===== config.mk =====
export PLATFORM = sky130hd
export DESIGN_NAME = instr_encoder_flat
export DESIGN_NICKNAME = d
export VERILOG_FILES = /design/src/rtl/instr_encoder_if.sv /design/src/rtl/instr_encoder.sv /design/src/flat_wrapper.sv
export SDC_FILE = /design/constraint.sdc
export NUM_CORES = 1
export LEC_CHECK = 0
export BUFFER_PORTS_ARGS = -buffer_cell sky130_fd_sc_hd__buf_4
export CAP_MARGIN = 25
export CORE_MARGIN = 2
export CORE_UTILIZATION = 50
export CTS_CLUSTER_DIAMETER = 100
export DETAILED_ROUTE_END_ITERATION = 8
export PLACE_DENSITY_LB_ADDON = 0.25
export SLEW_MARGIN = 5
export SYNTH_ARGS = -nofsm -noshare
export SYNTH_HDL_FRONTEND = slang
export SYNTH_SLANG_ARGS = --single-unit

===== constraint.sdc =====
create_clock -name clk_i -period 2.56 [get_ports clk_i]
set_input_delay 0.512 -clock clk_i [delete_from_list [all_inputs] [get_ports clk_i]]
set_output_delay 0.512 -clock clk_i [all_outputs]
set_load 0.01 [all_outputs]

===== src/rtl/instr_encoder_if.sv =====
// +-----------------------------------------------------------------------------+
// | instr_encoder_if : instruction-description input and IM write-port bundle   |
// | Rev 1.0                                                                     |
// +-----------------------------------------------------------------------------+
`default_nettype none

interface instr_encoder_if #(
  parameter int ADDR_W = 10
);
  logic              in_valid;
  logic              in_ready;
  logic [4:0]        in_op;
  logic [4:0]        in_rs;
  logic [4:0]        in_rt;
  logic [4:0]        in_rd;
  logic [4:0]        in_shamt;
  logic [15:0]       in_imm;
  logic [25:0]       in_target;
  logic              im_we;
  logic              im_ready;
  logic [ADDR_W-1:0] im_addr;
  logic [31:0]       im_wdata;

  modport master (
    output in_valid, in_op, in_rs, in_rt, in_rd, in_shamt, in_imm, in_target, im_ready,
    input  in_ready, im_we, im_addr, im_wdata
  );

  modport slave (
    input  in_valid, in_op, in_rs, in_rt, in_rd, in_shamt, in_imm, in_target, im_ready,
    output in_ready, im_we, im_addr, im_wdata
  );
endinterface

`default_nettype wire


===== src/rtl/instr_encoder.sv =====
// +-----------------------------------------------------------------------------+
// | instr_encoder : MIPS instruction packer + FIFO-buffered IM loader           |
// | Option macro INSTR_ENC_HALF_EN enables LH/SH.  Rev 1.0                      |
// +-----------------------------------------------------------------------------+
`default_nettype none

module instr_encoder #(
  parameter int ADDR_W     = 10,
  parameter int FIFO_DEPTH = 4
) (
  input  wire logic              clk_i,
  input  wire logic              rst_ni,
  input  wire logic              start_i,
  input  wire logic              finish_i,
  input  wire logic [ADDR_W-1:0] base_addr_i,
  instr_encoder_if.slave         bus,
  output logic [ADDR_W:0]        word_count_o,
  output logic                   err_illegal_o,
  output logic                   overflow_o,
  output logic                   done_o
);

  localparam logic [1:0] S_IDLE  = 2'd0;
  localparam logic [1:0] S_RUN   = 2'd1;
  localparam logic [1:0] S_DRAIN = 2'd2;
  localparam logic [1:0] S_DONE  = 2'd3;

  localparam int             PTR_W    = $clog2(FIFO_DEPTH);
  localparam logic [PTR_W:0] FULL_CNT = (PTR_W+1)'(FIFO_DEPTH);

  logic [1:0]        state_q, state_d;
  logic [31:0]       mem_q [FIFO_DEPTH];
  logic [PTR_W-1:0]  wr_q, rd_q;
  logic [PTR_W:0]    cnt_q;
  logic [ADDR_W-1:0] addr_q;
  logic [ADDR_W:0]   wcnt_q;
  logic              err_q, ovf_q;

  logic [31:0] word;
  logic        legal, accept, push, pop, wrap;

  function automatic logic [31:0] r_word(input logic [4:0] rs, input logic [4:0] rt,
                                         input logic [4:0] rd, input logic [4:0] sh,
                                         input logic [5:0] funct);
    return {6'b000000, rs, rt, rd, sh, funct};
  endfunction

  function automatic logic [31:0] i_word(input logic [5:0] opc, input logic [4:0] rs,
                                         input logic [4:0] rt, input logic [15:0] imm);
    return {opc, rs, rt, imm};
  endfunction

  // Field forcing keeps don't-care fields zero so encodings are canonical.
  always_comb begin
    word  = 32'h0;
    legal = 1'b1;
    case (bus.in_op)
      5'd0:  word = 32'h0;
      5'd1:  word = r_word(bus.in_rs, bus.in_rt, bus.in_rd, 5'd0, 6'b100000);
      5'd2:  word = r_word(bus.in_rs, bus.in_rt, bus.in_rd, 5'd0, 6'b100010);
      5'd3:  word = r_word(bus.in_rs, bus.in_rt, bus.in_rd, 5'd0, 6'b100100);
      5'd4:  word = r_word(bus.in_rs, bus.in_rt, bus.in_rd, 5'd0, 6'b100101);
      5'd5:  word = r_word(bus.in_rs, bus.in_rt, bus.in_rd, 5'd0, 6'b100110);
      5'd6:  word = r_word(bus.in_rs, bus.in_rt, bus.in_rd, 5'd0, 6'b100111);
      5'd7:  word = r_word(bus.in_rs, bus.in_rt, bus.in_rd, 5'd0, 6'b101010);
      5'd8:  word = r_word(5'd0, bus.in_rt, bus.in_rd, bus.in_shamt, 6'b000000);
      5'd9:  word = r_word(5'd0, bus.in_rt, bus.in_rd, bus.in_shamt, 6'b000010);
      5'd10: word = r_word(bus.in_rs, 5'd0, 5'd0, 5'd0, 6'b001000);
      5'd11: word = r_word(bus.in_rs, 5'd0, bus.in_rd, 5'd0, 6'b001001);
      5'd12: word = i_word(6'b001000, bus.in_rs, bus.in_rt, bus.in_imm);
      5'd13: word = i_word(6'b001100, bus.in_rs, bus.in_rt, bus.in_imm);
      5'd14: word = i_word(6'b001010, bus.in_rs, bus.in_rt, bus.in_imm);
      5'd15: word = i_word(6'b000100, bus.in_rs, bus.in_rt, bus.in_imm);
      5'd16: word = i_word(6'b000101, bus.in_rs, bus.in_rt, bus.in_imm);
      5'd17: word = i_word(6'b100011, bus.in_rs, bus.in_rt, bus.in_imm);
`ifdef INSTR_ENC_HALF_EN
      5'd18: word = i_word(6'b100001, bus.in_rs, bus.in_rt, bus.in_imm);
      5'd20: word = i_word(6'b101001, bus.in_rs, bus.in_rt, bus.in_imm);
`endif
      5'd19: word = i_word(6'b101011, bus.in_rs, bus.in_rt, bus.in_imm);
      5'd21: word = {6'b000010, bus.in_target};
      5'd22: word = {6'b000011, bus.in_target};
      default: legal = 1'b0;
    endcase
  end

  assign bus.in_ready = (state_q == S_RUN) && (cnt_q != FULL_CNT);
  assign bus.im_we    = (cnt_q != '0) && ((state_q == S_RUN) || (state_q == S_DRAIN));
  assign bus.im_addr  = addr_q;
  assign bus.im_wdata = mem_q[rd_q];

  assign accept = bus.in_valid && bus.in_ready;
  assign push   = accept && legal;
  assign pop    = bus.im_we && bus.im_ready;
  assign wrap   = pop && (addr_q == '1);

  always_comb begin
    state_d = state_q;
    if (start_i)
      state_d = S_RUN;
    else if (wrap)
      state_d = S_DONE;
    else if ((state_q == S_RUN) && finish_i)
      state_d = S_DRAIN;
    else if ((state_q == S_DRAIN) && (cnt_q == '0))
      state_d = S_DONE;
  end

  always_ff @(posedge clk_i or negedge rst_ni) begin
    if (!rst_ni) begin
      state_q <= S_IDLE;
      wr_q    <= '0;
      rd_q    <= '0;
      cnt_q   <= '0;
      addr_q  <= '0;
      wcnt_q  <= '0;
      err_q   <= 1'b0;
      ovf_q   <= 1'b0;
      for (int i = 0; i < FIFO_DEPTH; i++) mem_q[i] <= 32'h0;
    end else begin
      state_q <= state_d;
      if (start_i) begin
        wr_q   <= '0;
        rd_q   <= '0;
        cnt_q  <= '0;
        addr_q <= base_addr_i;
        wcnt_q <= '0;
        err_q  <= 1'b0;
        ovf_q  <= 1'b0;
      end else begin
        if (accept && !legal) err_q <= 1'b1;
        if (pop) begin
          addr_q <= addr_q + ADDR_W'(1);
          wcnt_q <= wcnt_q + (ADDR_W+1)'(1);
        end
        if (wrap) begin
          // Address space exhausted: anything still queued has nowhere to go.
          ovf_q <= 1'b1;
          wr_q  <= '0;
          rd_q  <= '0;
          cnt_q <= '0;
        end else begin
          if (push) begin
            mem_q[wr_q] <= word;
            wr_q        <= wr_q + PTR_W'(1);
          end
          if (pop) rd_q <= rd_q + PTR_W'(1);
          case ({push, pop})
            2'b10:   cnt_q <= cnt_q + (PTR_W+1)'(1);
            2'b01:   cnt_q <= cnt_q - (PTR_W+1)'(1);
            default: cnt_q <= cnt_q;
          endcase
        end
      end
    end
  end

  assign word_count_o  = wcnt_q;
  assign err_illegal_o = err_q;
  assign overflow_o    = ovf_q;
  assign done_o        = (state_q == S_DONE);

endmodule

`default_nettype wire


===== src/flat_wrapper.sv =====
// flat-port wrapper written by rule: the top's interface ports become plain ports
module instr_encoder_flat 
#(
  parameter int ADDR_W     = 10,
  parameter int FIFO_DEPTH = 4
)
  (clk_i, rst_ni, start_i, finish_i, base_addr_i, word_count_o, err_illegal_o, overflow_o, done_o, bus_in_valid, bus_in_op, bus_in_rs, bus_in_rt, bus_in_rd, bus_in_shamt, bus_in_imm, bus_in_target, bus_im_ready, bus_in_ready, bus_im_we, bus_im_addr, bus_im_wdata);
  instr_encoder_if #(.ADDR_W(ADDR_W)) bus_i ();
  input  wire logic clk_i;
  input  wire logic rst_ni;
  input  wire logic start_i;
  input  wire logic finish_i;
  input  wire logic [ADDR_W-1:0] base_addr_i;
  output logic [ADDR_W:0] word_count_o;
  output logic err_illegal_o;
  output logic overflow_o;
  output logic done_o;
  input wire logic [$bits(bus_i.in_valid)-1:0] bus_in_valid;
  input wire logic [$bits(bus_i.in_op)-1:0] bus_in_op;
  input wire logic [$bits(bus_i.in_rs)-1:0] bus_in_rs;
  input wire logic [$bits(bus_i.in_rt)-1:0] bus_in_rt;
  input wire logic [$bits(bus_i.in_rd)-1:0] bus_in_rd;
  input wire logic [$bits(bus_i.in_shamt)-1:0] bus_in_shamt;
  input wire logic [$bits(bus_i.in_imm)-1:0] bus_in_imm;
  input wire logic [$bits(bus_i.in_target)-1:0] bus_in_target;
  input wire logic [$bits(bus_i.im_ready)-1:0] bus_im_ready;
  output wire logic [$bits(bus_i.in_ready)-1:0] bus_in_ready;
  output wire logic [$bits(bus_i.im_we)-1:0] bus_im_we;
  output wire logic [$bits(bus_i.im_addr)-1:0] bus_im_addr;
  output wire logic [$bits(bus_i.im_wdata)-1:0] bus_im_wdata;
  assign bus_i.in_valid = bus_in_valid;
  assign bus_i.in_op = bus_in_op;
  assign bus_i.in_rs = bus_in_rs;
  assign bus_i.in_rt = bus_in_rt;
  assign bus_i.in_rd = bus_in_rd;
  assign bus_i.in_shamt = bus_in_shamt;
  assign bus_i.in_imm = bus_in_imm;
  assign bus_i.in_target = bus_in_target;
  assign bus_i.im_ready = bus_im_ready;
  assign bus_in_ready = bus_i.in_ready;
  assign bus_im_we = bus_i.im_we;
  assign bus_im_addr = bus_i.im_addr;
  assign bus_im_wdata = bus_i.im_wdata;
  instr_encoder #(.ADDR_W(ADDR_W), .FIFO_DEPTH(FIFO_DEPTH)) u_core (.clk_i(clk_i), .rst_ni(rst_ni), .start_i(start_i), .finish_i(finish_i), .base_addr_i(base_addr_i), .bus(bus_i), .word_count_o(word_count_o), .err_illegal_o(err_illegal_o), .overflow_o(overflow_o), .done_o(done_o));
endmodule

After elaboration in Yosys (flattened, before gate mapping)
Cells that the tools add are included.
- register bits: 160
- latch bits: 0
- memory bits (writable): 0
- ROM bits: 0
- bits of input ports: 83
- output and inout port bits: 58
- logic and storage cells: 105
- memories: 0
- add/subtract/negate cells: 6
- multiply operators: 0
- divide/modulo/power cells: 0
- order comparisons: 3
- eq/ne operators: 27
- shifts and indexed selects: 0
- muxes and demuxes: 29
- bitwise logic cells: 4
- reductions and logical operators: 24
- operators with widths (cell ; count):
    $pmux 32 s20 ; 1
    $bwmux 128 ; 1
    $mux 32 ; 3
    $bmux 32 s2 ; 1
    $demux 32 s2 ; 1
    $eq 5x4->1 const B ; 8
    $eq 5x5->1 const B ; 5
    $mux 11 ; 2
    $reduce_or 21->1 ; 1
    $eq 5x3->1 const B ; 4
    $mux 10 ; 2
    $mux 2 ; 10
    $add 11x1->11 const B ; 1
    $add 10x1->10 const B ; 1
    $eq 10x10->1 const B ; 1
    $eq 5x2->1 const B ; 2
    $logic_and 1x1->1 ; 10
    $reduce_bool 3->1 ; 3
    $reduce_bool 4->1 ; 2
    $eq 2x2->1 const B ; 3
    $ge 3x3->1 const B ; 2
    $mux 3 ; 2
    $not 2->3 ; 2
    $pmux 3 s2 ; 1
    15 further kinds ; 24

Logic depth before layout (Yosys ltp)
- depth in word-level cells: 8
- gate-level depth with buffers: 10
- mapped depth without buffers: 9

Least setup slack after synthesis
Ideal clock, no wire load.
- path kind: input to register
- start: input bus_in_op[3]
- end: register u_core.cnt_q[2]
- setup time: 0.086 ns
- arrival: 2.444 ns
- required time: 2.474 ns
- path slack: 0.030 ns
- cell stages on the path: 8
- buffers on the path: 1
- path through: or2_1 -> dlymetal6s2s_1 -> o221ai_4 -> a21oi_1 -> fa_1 -> a211oi_1 -> nor3_1 -> nor3_1
- cells in the longest elaborated chain, start to end: 8
- elaborated cells on any way between the ends: 30
- those cells by class: eq/ne (22); mux (4); reduce/logical (4)
- RTL lines (what ; line ; source):
    start: declaration ; flat_wrapper.sv:19 ; input wire logic [$bits(bus_i.in_op)-1:0] bus_in_op;
    $eq 5x1->1 (tied with other cells) ; instr_encoder.sv:57 ; case (bus.in_op)
    $reduce_or 21->1 (no line) * ; n/a ;
    $mux 1 * ; instr_encoder.sv:57 ;
    $logic_and 1x1->1 * ; instr_encoder.sv:93 ; assign push = accept && legal;
    $eq 2x1->1 or $eq 2x2->1 (tied branches) ; instr_encoder.sv:148 ; case ({push, pop})
    $pmux 3 s2 ; instr_encoder.sv:148 ;
    $mux 3 ; instr_encoder.sv:136 ; if (wrap) begin
    $mux 3 ; instr_encoder.sv:122 ; if (start_i) begin
    end signal: assignment ; instr_encoder.sv:149 ; 2'b10: cnt_q <= cnt_q + (PTR_W+1)'(1);
    end signal: assignment ; instr_encoder.sv:150 ; 2'b01: cnt_q <= cnt_q - (PTR_W+1)'(1);
    end signal: assignment ; instr_encoder.sv:151 ; default: cnt_q <= cnt_q;
    end: declaration ; instr_encoder.sv:34 ; logic [PTR_W:0] cnt_q;
Every way passes the cells marked *; elsewhere a longest branch is shown, timed or not.
A chain may end at the register's enable or synchronous reset.

Worst setup path in the final report
- start: register u_core.state_q[0]
- end: register u_core.mem_q[120] (netlist name)
- cells in the longest elaborated chain, start to end: 7
- elaborated cells on any way between the ends: 11
- those cells by class: eq/ne (2); bitwise (1); reduce/logical (8)
- RTL lines (what ; line ; source):
    start: declaration ; instr_encoder.sv:31 ; logic [1:0] state_q, state_d;
    start signal: assignment ; instr_encoder.sv:121 ; state_q <= state_d;
    $eq 2x1->1 or $eq 2x2->1 (tied branches) ; instr_encoder.sv:87, instr_encoder.sv:88 ;
    $logic_or 1x1->1 ; instr_encoder.sv:88 ; assign bus.im_we = (cnt_q != '0) && ((state_q == S_RUN) || (state_q == S_DRAIN));
    $logic_and 1x1->1 ; instr_encoder.sv:88 ;
    $logic_and 1x1->1 ; instr_encoder.sv:94 ; assign pop = bus.im_we && bus.im_ready;
    $logic_and 1x1->1 ; instr_encoder.sv:95 ; assign wrap = pop && (addr_q == '1);
    $not 1->1 (no line) ; n/a ;
    $reduce_and 3->1 (no line) * ; n/a ;
    end signal: indexed assignment ; instr_encoder.sv:144 ; mem_q[wr_q] <= word;
    end: declaration ; instr_encoder.sv:32 ; logic [31:0] mem_q [FIFO_DEPTH];
Marked as above.

==> metrics.md <==
| Metric | Value |
|---|---|
| WL final | `19.8 mm` |
| First-pass DRT Iterations | `5` |
| Final #Nets | `875` |
| Setup TNS Final | `0 ps` |
| Cell count after synthesis | `622` |
| Crit path required time | `2870 ps` |
| Ports | `141` |
| CP Max Fanout | `9` |
| Crit-path leading delay family | `simple AND/OR/NAND/NOR gates` |
| Worst slew margin | `31.3%` |
| Share of the synthesized area in the top cell type | `46.9%` |
| Cell area after synthesis | `0.00832 sq mm` |
| Clock root cell | `clkbuf_16` |
| Hold Vio Cnt, Final | `0` |
| Antenna diodes | `0` |
| P&R area growth vs syn | `24.3%` |
| Final max-slew violation count | `0` |
| Share of layout cells above drive strength 1 | `46.3%` |
| Number of global-route vias before repair | `6193` |
| Die height | `133 microns` |
| # DRC | `0` |
| Largest net degree at the start of global routing | `72` |
| Leakage | `5.12 nW` |
| Syn Area/Cell | `13.4 sq um` |
| Pwr dens | `740 mW/mm^2` |
| Max VDD drop | `0.516 mV` |
| HP Class | `primary input to async pin` |
| Most frequent cell after synthesis | `dfrtp_1` |
| CP Launch Type | `flop` |
| Post-Layout Cell Count | `1015` |
| Initial Util | `50.7%` |
| First DRT Iteration DRCs | `272` |
| Area of the multi-input gates | `0.00409 sq mm` |
| Crit path setup slack, layout | `132 ps` |
| Vias per cell | `5.60` |
| Die Area | `0.0177 sq mm` |
| Total congestion overflow | `0` |
| Post-Place Cells | `973` |
| Clk Latency, worst-skew pair | `430 ps` |
| Fmax | `0.412 GHz` |
| Cts bufs inserted | `17` |
| Register area share after synthesis | `46.9%` |
| CP max stage delay | `460 ps` |
| Status | `complete, no violations` |
| Leading cell types by count after synthesis | `dfrtp_1, mux2_4, nand2_1` |
| Post-Syn Nets | `715` |
| Bufs on Longest Clock Path | `2` |
| CP bufs+invs | `2` |
| CTS tree | `yes` |
| Crit Path Class | `flop to flop` |
| TritonCTS sink count | `156` |
| Place WS | `-7.74 ps` |
| CP Capture Type | `flop` |
| Core Footprint | `0.0164 sq mm` |
| Max-Cap Viols | `0` |
| Chip Width | `133 microns` |
| Minimum clock period | `2430 ps` |
| Pwr Total | `0.00766 W` |
| Synth cell types | `66` |
| Post-synth EDFFs | `0` |
| Vias | `5686` |
| Overall Global Routing Usage | `23.3%` |
| Buffers on Ports | `139` |
| Data arrival, critical path | `2730 ps` |
| Routed length per instance | `19.5 microns` |
| Worst hold margin | `91.0 ps` |
| Fillers | `1236` |
| Initial antenna violation count | `0` |
| Ys async rst share | `100%` |
| Total number of yosys warnings | `0` |
| Htree depth | `4` |
| Top_reg_cell synth | `dfrtp_1` |
| Slew @ Worst Pin | `1030 ps` |
| Fin crit share | `94.8%` |
| Hpwl dp | `13.6 mm` |
| CP cell instances | `inv_1 > ha_1 > and3b_2 > a41oi_4 > nand4_4 > buf_4 > mux2_4` |
| CP max-delay cell | `a41oi_4` |
| Row count | `47` |
| Antenna viol nets, final | `0` |
| Register area | `0.00391 sq mm` |
| Hold Buf Count CTS | `0` |
| Synth Register Bits | `156` |
| Setup violations, final | `0` |
| Skew final | `5.60 ps` |
| Largest area contributor in the netlist | `dfrtp_1` |
| Ranking of synthesized cells by area | `dfrtp_1, mux2_4, mux4_2` |
| Worst-path clk slew | `70 ps` |
| Routability cong. | `0.830` |
| First-pass GRT wire length | `32.3 mm` |
| RSZ-0062 raised after global routing | `no` |
path summary, 6_finish.rpt:
kind	slack, ps	cells past startpoint	from	end
max	130	7	u_core.state_q[0]	u_core.mem_q[120]
min	90	1	rst_ni	u_core.mem_q[84]
max reg2reg	130	7	u_core.state_q[0]	u_core.mem_q[120]
min reg2reg	480	2	u_core.mem_q[69]	u_core.mem_q[69]
max in group asynchronous	1730	2	rst_ni	u_core.mem_q[65]
min in group clk_i	300	3	base_addr_i[0]	u_core.bus.im_addr[0]
flip-flops by register name (all words and copies together) (netlist names):
name / cells
u_core.bus.im_addr: 10
u_core.cnt_q: 3
u_core.err_illegal_o: 1
u_core.mem_q: 124
u_core.overflow_o: 1
u_core.rd_q: 2
u_core.state_q: 2
u_core.word_count_o: 11
u_core.wr_q: 2
through the flow:
step	cell area [sq um]	util (%)
after floorplan	8320	-
after global placement	9660	58.9
after detailed placement	9660	58.9
after CTS	10300	62.6
after global routing	10300	63.0
final	10300	63.0
what timing repair did:
item                                    CTS  global route
resized for setup                         1             0
endpoints found under the setup margin   22            12
endpoints found under the hold margin     0             0
setup buffers                             0             9
layout by cell type (no fill, tap or decap), types with 2 or more instances in the layout:
cell type and instances:
a22o_1 16, buf_6 2, and2_1 5, nand2_1 58, xor2_1 6, mux2_2 20, and4_1 3, inv_1 10
clkinv_4 3, clkbuf_16 17, and3_1 2, nand3b_1 3, a21oi_1 19, buf_12 6, a211oi_1 2, nand4_1 5
a22oi_1 6, ha_1 9, nand4_4 4, nand3_1 6, mux4_2 31, o31ai_1 2, clkinvlp_4 6, buf_4 172
nor2_1 20, o21ai_0 34, a221oi_1 3, dfrtp_1 154, nand2b_1 5, mux2_4 91, nor3_1 6, bufinv_16 2
or3_1 5, xnor2_1 14, nor2b_1 7, clkbuf_8 2, a21o_1 6
area by class of cell:
cell class / instances / area share [%]
Multi-Input combinational cell: 417 / 39.5
Sequential cell: 156 / 37.8
Timing Repair Buffer: 180 / 13.9
Clock buffer: 20 / 4.42
Tap cell: 220 / 2.66
Clock inverter: 12 / 1.35
Inverter: 10 / 0.363
worst register-to-register path: cells and delay by family, from the launching register on:
family	cells	cell delay [ps]
AND/OR/NAND/NOR	2	490
multiplexers	1	320
flip-flops	1	400
buffers and inverters	2	330
AO/OA/AOI/OAI	1	460
adder cells (fa/ha/maj)	1	300
report_power, final:
group          switching, W  leakage (nW)  internal [W]
logic              0.000812          2.75       0.00120
registers          0.000257          2.11       0.00284
clock network       0.00105         0.271       0.00149
total               0.00212          5.12       0.00553
routing by layer:
layer	track usage, %	vias up	wire length, microns
li1	-	2595	-
met1	28.5	2914	8230
met2	40.6	154	10200
met3	5.86	23	1010
met4	7.47	0	316
met5	0	-	0
cells by family (layout without fill, tap and decap cells):
| kind of cell | Yosys count | count (layout) | share of synthesized area, % |
|---|---|---|---|
| buffers and inverters | 49 | 222 | 4.00 |
| xor gates and xnor gates | 20 | 20 | 2.10 |
| other | 1 | 1 | 0.0451 |
| DFF | 156 | 156 | 46.9 |
| adders and majority gates | 10 | 10 | 1.59 |
| muxes | 144 | 144 | 27.8 |
| and+or+nand+nor | 138 | 138 | 8.90 |
| AOI/OAI and AO/OA | 104 | 104 | 8.68 |
Power figures use the tool's default switching activity.
